### config.mk
export PLATFORM = sky130hd
export DESIGN_NAME = id_ex_operand_stage
export DESIGN_NICKNAME = d
export VERILOG_FILES = /design/src/rtl/id_ex_operand_stage.sv
export SDC_FILE = /design/constraint.sdc
export NUM_CORES = 1
export LEC_CHECK = 0
export ABC_AREA = 1
export CORE_AREA = 2 2 222 224
export CTS_CLUSTER_DIAMETER = 100
export DETAILED_ROUTE_END_ITERATION = 10
export DIE_AREA = 0 0 224 226
export HOLD_SLACK_MARGIN = 0.06
export PLACE_DENSITY = 0.68
export SYNTH_ARGS = -nofsm -noshare
export SYNTH_HDL_FRONTEND = slang
export SYNTH_SLANG_ARGS = --single-unit
export TNS_END_PERCENT = 20
### constraint.sdc
create_clock -name clk -period 3.9 [get_ports clk]
set_clock_uncertainty 0.05 [all_clocks]
set_input_delay 0.78 -clock clk [delete_from_list [all_inputs] [get_ports clk]]
set_output_delay 0.78 -clock clk [all_outputs]
set_load 0.01 [all_outputs]
### src/rtl/id_ex_operand_stage.sv
// ID/EX operand stage: registers a decoded instruction, maps ALUOp/opcode to an
// ALU select, and resolves EX/MEM and MEM/WB forwarding onto the A/B operands.
module id_ex_operand_stage #(
  parameter int WIDTH = 64
) (
  input  logic             clk,
  input  logic             rst_n,
  input  logic             in_valid,
  output logic             in_ready,
  input  logic [1:0]       alu_op,
  input  logic [10:0]      opcode,
  input  logic             alu_src,
  input  logic [4:0]       rs1,
  input  logic [4:0]       rs2,
  input  logic [4:0]       rd,
  input  logic [WIDTH-1:0] rs1_data,
  input  logic [WIDTH-1:0] rs2_data,
  input  logic [WIDTH-1:0] imm,
  input  logic             flush,
  input  logic             out_ready,
  input  logic             exm_wr_en,
  input  logic [4:0]       exm_rd,
  input  logic [WIDTH-1:0] exm_result,
  input  logic             wb_wr_en,
  input  logic [4:0]       wb_rd,
  input  logic [WIDTH-1:0] wb_result,
  output logic             out_valid,
  output logic [WIDTH-1:0] alu_a,
  output logic [WIDTH-1:0] alu_b,
  output logic [3:0]       alu_sel,
  output logic [WIDTH-1:0] store_data,
  output logic [4:0]       ex_rd,
  output logic             illegal
);

  typedef enum logic {
    EMPTY = 1'b0,
    FULL  = 1'b1
  } state_t;

  localparam logic [10:0] OPC_ADD = 11'b10001011000;
  localparam logic [10:0] OPC_SUB = 11'b11001011000;
  localparam logic [10:0] OPC_AND = 11'b10001010000;
  localparam logic [10:0] OPC_ORR = 11'b10101010000;

  localparam logic [3:0] SEL_AND = 4'b0000;
  localparam logic [3:0] SEL_OR  = 4'b0001;
  localparam logic [3:0] SEL_ADD = 4'b0010;
  localparam logic [3:0] SEL_SUB = 4'b0110;
  localparam logic [3:0] SEL_BAD = 4'b1111;

  localparam logic [4:0] XZR = 5'd31;

  state_t           state;
  logic [3:0]       held_sel;
  logic             held_src;
  logic [4:0]       held_rs1;
  logic [4:0]       held_rs2;
  logic [4:0]       held_rd;
  logic [WIDTH-1:0] held_rs1_data;
  logic [WIDTH-1:0] held_rs2_data;
  logic [WIDTH-1:0] held_imm;
  logic             held_illegal;

  logic [3:0]       dec_sel;
  logic             dec_illegal;
  logic             capture;
  logic [WIDTH-1:0] fwd_a;
  logic [WIDTH-1:0] fwd_b;

  // NOTE: every always_comb output gets a default first so no path leaves it
  // unassigned; otherwise synthesis infers a latch.
  always_comb begin
    dec_sel     = SEL_BAD;
    dec_illegal = 1'b1;
    unique case (alu_op)
      2'b00: begin
        dec_sel     = SEL_ADD;
        dec_illegal = 1'b0;
      end
      2'b01: begin
        dec_sel     = SEL_SUB;
        dec_illegal = 1'b0;
      end
      2'b10: begin
        dec_illegal = 1'b0;
        case (opcode)
          OPC_ADD: dec_sel = SEL_ADD;
          OPC_SUB: dec_sel = SEL_SUB;
          OPC_AND: dec_sel = SEL_AND;
          OPC_ORR: dec_sel = SEL_OR;
          default: begin
            dec_sel     = SEL_BAD;
            dec_illegal = 1'b1;
          end
        endcase
      end
      default: begin
        dec_sel     = SEL_BAD;
        dec_illegal = 1'b1;
      end
    endcase
  end

  // EX/MEM is the younger producer, so it is checked first; XZR is never forwarded.
  function automatic logic [WIDTH-1:0] forward(
    input logic [4:0]       rs,
    input logic [WIDTH-1:0] held,
    input logic             e_en,
    input logic [4:0]       e_rd,
    input logic [WIDTH-1:0] e_res,
    input logic             w_en,
    input logic [4:0]       w_rd,
    input logic [WIDTH-1:0] w_res
  );
    if (rs == XZR)                  return held;
    else if (e_en && (e_rd == rs))  return e_res;
    else if (w_en && (w_rd == rs))  return w_res;
    else                            return held;
  endfunction

  assign fwd_a = forward(held_rs1, held_rs1_data, exm_wr_en, exm_rd, exm_result,
                         wb_wr_en, wb_rd, wb_result);
  assign fwd_b = forward(held_rs2, held_rs2_data, exm_wr_en, exm_rd, exm_result,
                         wb_wr_en, wb_rd, wb_result);

  assign out_valid  = (state == FULL);
  assign in_ready   = !out_valid || out_ready;
  assign capture    = in_valid && in_ready;

  assign alu_a      = fwd_a;
  assign store_data = fwd_b;
  assign alu_b      = held_src ? held_imm : fwd_b;
  assign alu_sel    = held_sel;
  assign ex_rd      = held_rd;
  assign illegal    = held_illegal;

  // NOTE: state is updated with non-blocking assignments so every register
  // samples its inputs from before the edge, independent of statement order.
  always_ff @(posedge clk or negedge rst_n) begin
    if (!rst_n) begin
      state         <= EMPTY;
      held_sel      <= SEL_AND;
      held_src      <= 1'b0;
      held_rs1      <= '0;
      held_rs2      <= '0;
      held_rd       <= '0;
      held_rs1_data <= '0;
      held_rs2_data <= '0;
      held_imm      <= '0;
      held_illegal  <= 1'b0;
    end else if (flush) begin
      // Squash wins over a simultaneous capture; the incoming instruction is dropped.
      state        <= EMPTY;
      held_illegal <= 1'b0;
    end else if (capture) begin
      state         <= FULL;
      held_sel      <= dec_sel;
      held_src      <= alu_src;
      held_rs1      <= rs1;
      held_rs2      <= rs2;
      held_rd       <= rd;
      held_rs1_data <= rs1_data;
      held_rs2_data <= rs2_data;
      held_imm      <= imm;
      held_illegal  <= dec_illegal;
    end else if (out_ready) begin
      state <= EMPTY;
    end
  end

endmodule

==> impl_summary.md <==
Pwr
The worst vdd rail ir drop is approximately 320 uV. The power per cell area is between 300 and 400 mW/mm2. The total power of the final layout is roughly 8.7 mW. For this design the static power due to leakage is ~13 nW.

Floorplan
From left edge to right edge, the die measures 224 um. For this configuration, the core starts out at a cell density of between 30% and 40%. In this run the core area contains 81 standard-cell rows. The area enclosed by the die boundary is about 0.051 mm2. After floorplanning, the core was sized to cover between 0.04 and 0.05 mm2. In this run the count of I/O pins placed on the die edge is 570. The die span in y is 226 um.

GRT
Entering global routing, the biggest net connects 152 pins. The initial antenna violation count is 6. Summed over all layers, the global routing overflow is 0. The number of global-route vias before repair is ~16000.

The global-route wire length before repair is approximately 95 mm. For this run, the total global-route usage over all layers was measured as 24.14%.

Logic synthesis
Yosys attributes the largest share of cell area to sky130_fd_sc_hd__dfrtp_1 37%, sky130_fd_sc_hd__nand2_1 23%, sky130_fd_sc_hd__nor2_1 9.1%, sky130_fd_sc_hd__inv_1 5.6%, sky130_fd_sc_hd__nand3_1 4.8%. A synthesized cell averages 6.208 um2. The gate count after technology mapping is 2341. For this run, the number of Yosys warnings is 0. The top cell type by area accounts for between 30% and 40% of the synthesized area. The sequential share of the synthesized area is between 30% and 40%. Counting distinct cell types in the post-synthesis netlist gives 27. The synthesized netlist occupies a cell area of 0.01453 mm2. The synthesized net count is ~2700. The number of synthesized register bits is 214. The largest area contributor in the synthesized netlist is sky130_fd_sc_hd__dfrtp_1.

Placement
The count of buffers from port buffering is around 570. The HPWL reported at the end of detailed placement is between 40 and 50 mm. In this run the cell area measured after placement is around 0.021 mm2. Routability-driven placement finished with a final weighted congestion of between 0.9 and 1.

Routing
The number of iterations in the first detailed-routing pass is 5. In the final routed layout, each cell accounts on average for between 15 and 20 um. The post-route antenna net violation count is 0.

The detailed router finished its first iteration with between 1000 and 1500 violations. In the routed layout, each cell is associated on average with a via count of roughly 4.8. The final layout contains routed wiring with a total length of 65.09 mm. The number of remaining DRC errors is 0. The routed layout has 16880 vias.

Clocking
In this run, post-CTS hold repair placed 0 buffers. The buffer depth of the longest clock path is 3. CTS placed an instance of sky130_fd_sc_hd__clkbuf_16 at the clock tree root. The clock drives roughly 210 sinks.

TritonCTS built the clock tree. The clock network latency to the later pin of the worst-skew pair is around 0.55 ns. In this run the number of H-tree levels came out at 1. In this run, CTS created clock tree buffers numbering 27.

The clock-pin slew reported for the worst setup and hold paths after clock tree synthesis is about 0.060 ns.

Setup path
The required time at the endpoint of the critical path is ~3 ns. The type of element capturing the critical path is an output port. STA puts the critical path data arrival time at a little over 3 ns. The flop-to-flop setup slack is ~2.0 ns. Of all nets on the critical path, the largest fanout is 17.

The worst setup path is launched from an input pin. The setup path with the least slack is of type in -> out.

STA
The worst hold slack is 0.1585 ns. The number of setup violations in the final report is 0. The part of the cycle the worst path needs is between 90 and 100%.

The number of hold-slack violations in the final timing report is 0. The measured slew at the worst slew-check pin is between 0.8 and 0.9 ns. Setup repair after global routing could not meet its margin everywhere.

The minimum clock period after layout is about 3.9 ns. The upper clock frequency limit is between 0.2 and 0.3 GHz. Headroom to the max-slew limit came out at a little under half. The setup TNS after final layout is 0 ns.

The count of final max-slew check failures is 0.

Finish
The layout has slightly below 5000 filler cells. The area growth from synthesis to layout is 57.12%. Leaving out fill and tap cells, the most frequent cell in the layout is sky130_fd_sc_hd__nand2_1. The number of nets in the final layout is around 3200. The final instance area is around 0.023 mm2. In the final layout, the multi-input gates occupy around 0.0076 mm2. The share of post-route cells with drive strength above 1 is approximately 8.2%. The top cell types in the final layout, fill and taps aside, are 905 x sky130_fd_sc_hd__nand2_1, 384 x sky130_fd_sc_hd__clkdlybuf4s50_1, 340 x sky130_fd_sc_hd__nor2_1.

The register cell area after layout is around 0.0054 mm2.

Flow run
The max-capacitance violation count is 0.

Worst hold path
The path type of the worst min-delay path is in -> async.

Run status
The flow ran to the end, and the final reports show no timing, DRC or antenna violations.
## logic make-up (layout without fill, tap and decap cells)
kind of cell | after synthesis | after routing | synth area share, %
AOI/OAI and AO/OA | 151 | 151 | 5.252
buffers and inverters | 377 | 936 | 11.87
DFF | 214 | 214 | 36.85
other | 0 | 7 | 0
and+or+nand+nor | 1599 | 1600 | 46.03
## per-stage QoR
stage                     utilization (%)  setup slack (ns)  instances
after detailed placement            43.78           -0.1260       3461
final                               47.23         0.0001590       3530
after CTS                           45.84          -0.04769       3511
after floorplan                         -             1.242       2341
after global routing                47.22           -0.1515       3527
after global placement              43.78           -0.1324       3461
## path summary, 6_finish.rpt
kind,cells after the start,startpoint,to
min in group clk,2,ex_rd[1],ex_rd[1]
setup / recovery,14,exm_rd[2],alu_b[11]
setup reg to reg,6,out_valid,held_rs1_data[20]
max in group asynchronous,2,rst_n,held_rs2_data[61]
hold / removal,1,rst_n,held_rs1_data[21]
hold reg to reg,2,ex_rd[1],ex_rd[1]
## critical path, stage by stage
cell	delay, ns
sky130_fd_sc_hd__clkdlybuf4s50_1	0.51
sky130_fd_sc_hd__inv_1	0.07
sky130_fd_sc_hd__nand2_1	0.05
sky130_fd_sc_hd__nand2_1	0.08
sky130_fd_sc_hd__nor2_4	0.11
sky130_fd_sc_hd__nand3_4	0.14
sky130_fd_sc_hd__buf_4	0.19
sky130_fd_sc_hd__clkbuf_16	0.18
sky130_fd_sc_hd__nor2_2	0.08
sky130_fd_sc_hd__nor2_1	0.04
sky130_fd_sc_hd__nand2_1	0.12
sky130_fd_sc_hd__nand3_1	0.08
sky130_fd_sc_hd__nand2_1	0.10
sky130_fd_sc_hd__clkdlybuf4s50_1	0.53
## area by class of cell
type	instances	share of cell area, %
Inverter	225	3.742
Timing Repair Buffer	663	31.76
Clock inverter	11	0.7178
Clock buffer	37	3.474
Sequential cell	214	23.46
Antenna cell	7	0.07671
Multi-Input combinational cell	1751	33.36
Tap cell	622	3.408
## power breakdown
| part | switching [mW] | internal, mW |
|---|---|---|
| clock | 1.05 | 1.68 |
| sequential | 0.172 | 2.54 |
| combinational | 1.69 | 1.53 |
| total | 2.91 | 5.75 |
## registers in the layout (all words and copies together) (netlist names)
signal,count
held_imm,64
held_rs1_data,64
held_rs2_data,64
ex_rd,5
held_rs1,5
held_rs2,5
alu_sel,4
held_src,1
illegal,1
out_valid,1
## synthesized netlist by cell type
cell type	count
sky130_fd_sc_hd__dfrtp_1	214
sky130_fd_sc_hd__nand3b_1	2
sky130_fd_sc_hd__and2_1	64
sky130_fd_sc_hd__nor3_4	1
sky130_fd_sc_hd__buf_2	86
sky130_fd_sc_hd__or2_0	1
sky130_fd_sc_hd__nor2_4	1
sky130_fd_sc_hd__nor4_1	1
sky130_fd_sc_hd__clkbuf_1	37
sky130_fd_sc_hd__inv_1	215
sky130_fd_sc_hd__nor2_1	352
sky130_fd_sc_hd__o22a_1	1
sky130_fd_sc_hd__nor3_1	10
sky130_fd_sc_hd__a21oi_1	68
sky130_fd_sc_hd__buf_8	4
sky130_fd_sc_hd__a21boi_0	1
sky130_fd_sc_hd__buf_6	21
sky130_fd_sc_hd__nand4_1	64
sky130_fd_sc_hd__inv_2	10
sky130_fd_sc_hd__nand2_2	4
sky130_fd_sc_hd__nand2_1	905
sky130_fd_sc_hd__nand3_1	139
sky130_fd_sc_hd__buf_1	4
sky130_fd_sc_hd__nor2_2	54
sky130_fd_sc_hd__o22ai_1	1
sky130_fd_sc_hd__o21ai_0	80
sky130_fd_sc_hd__or2_2	1
## per-layer routing
metal,track usage [%],share of wire [%]
met5,0,0.015
met4,9.269,4.1
met3,5.373,8.6
met2,40.94,47
met1,29.87,40
## repair_timing
action / 4_1_cts / 5_1_grt
gates cloned: 2 / 6
endpoints found under the setup margin: 118 / 139
pin swaps: 2 / 4
gates resized for setup: 54 / 168
buffers inserted: 0 / 6
Power figures use the tool's default switching activity.
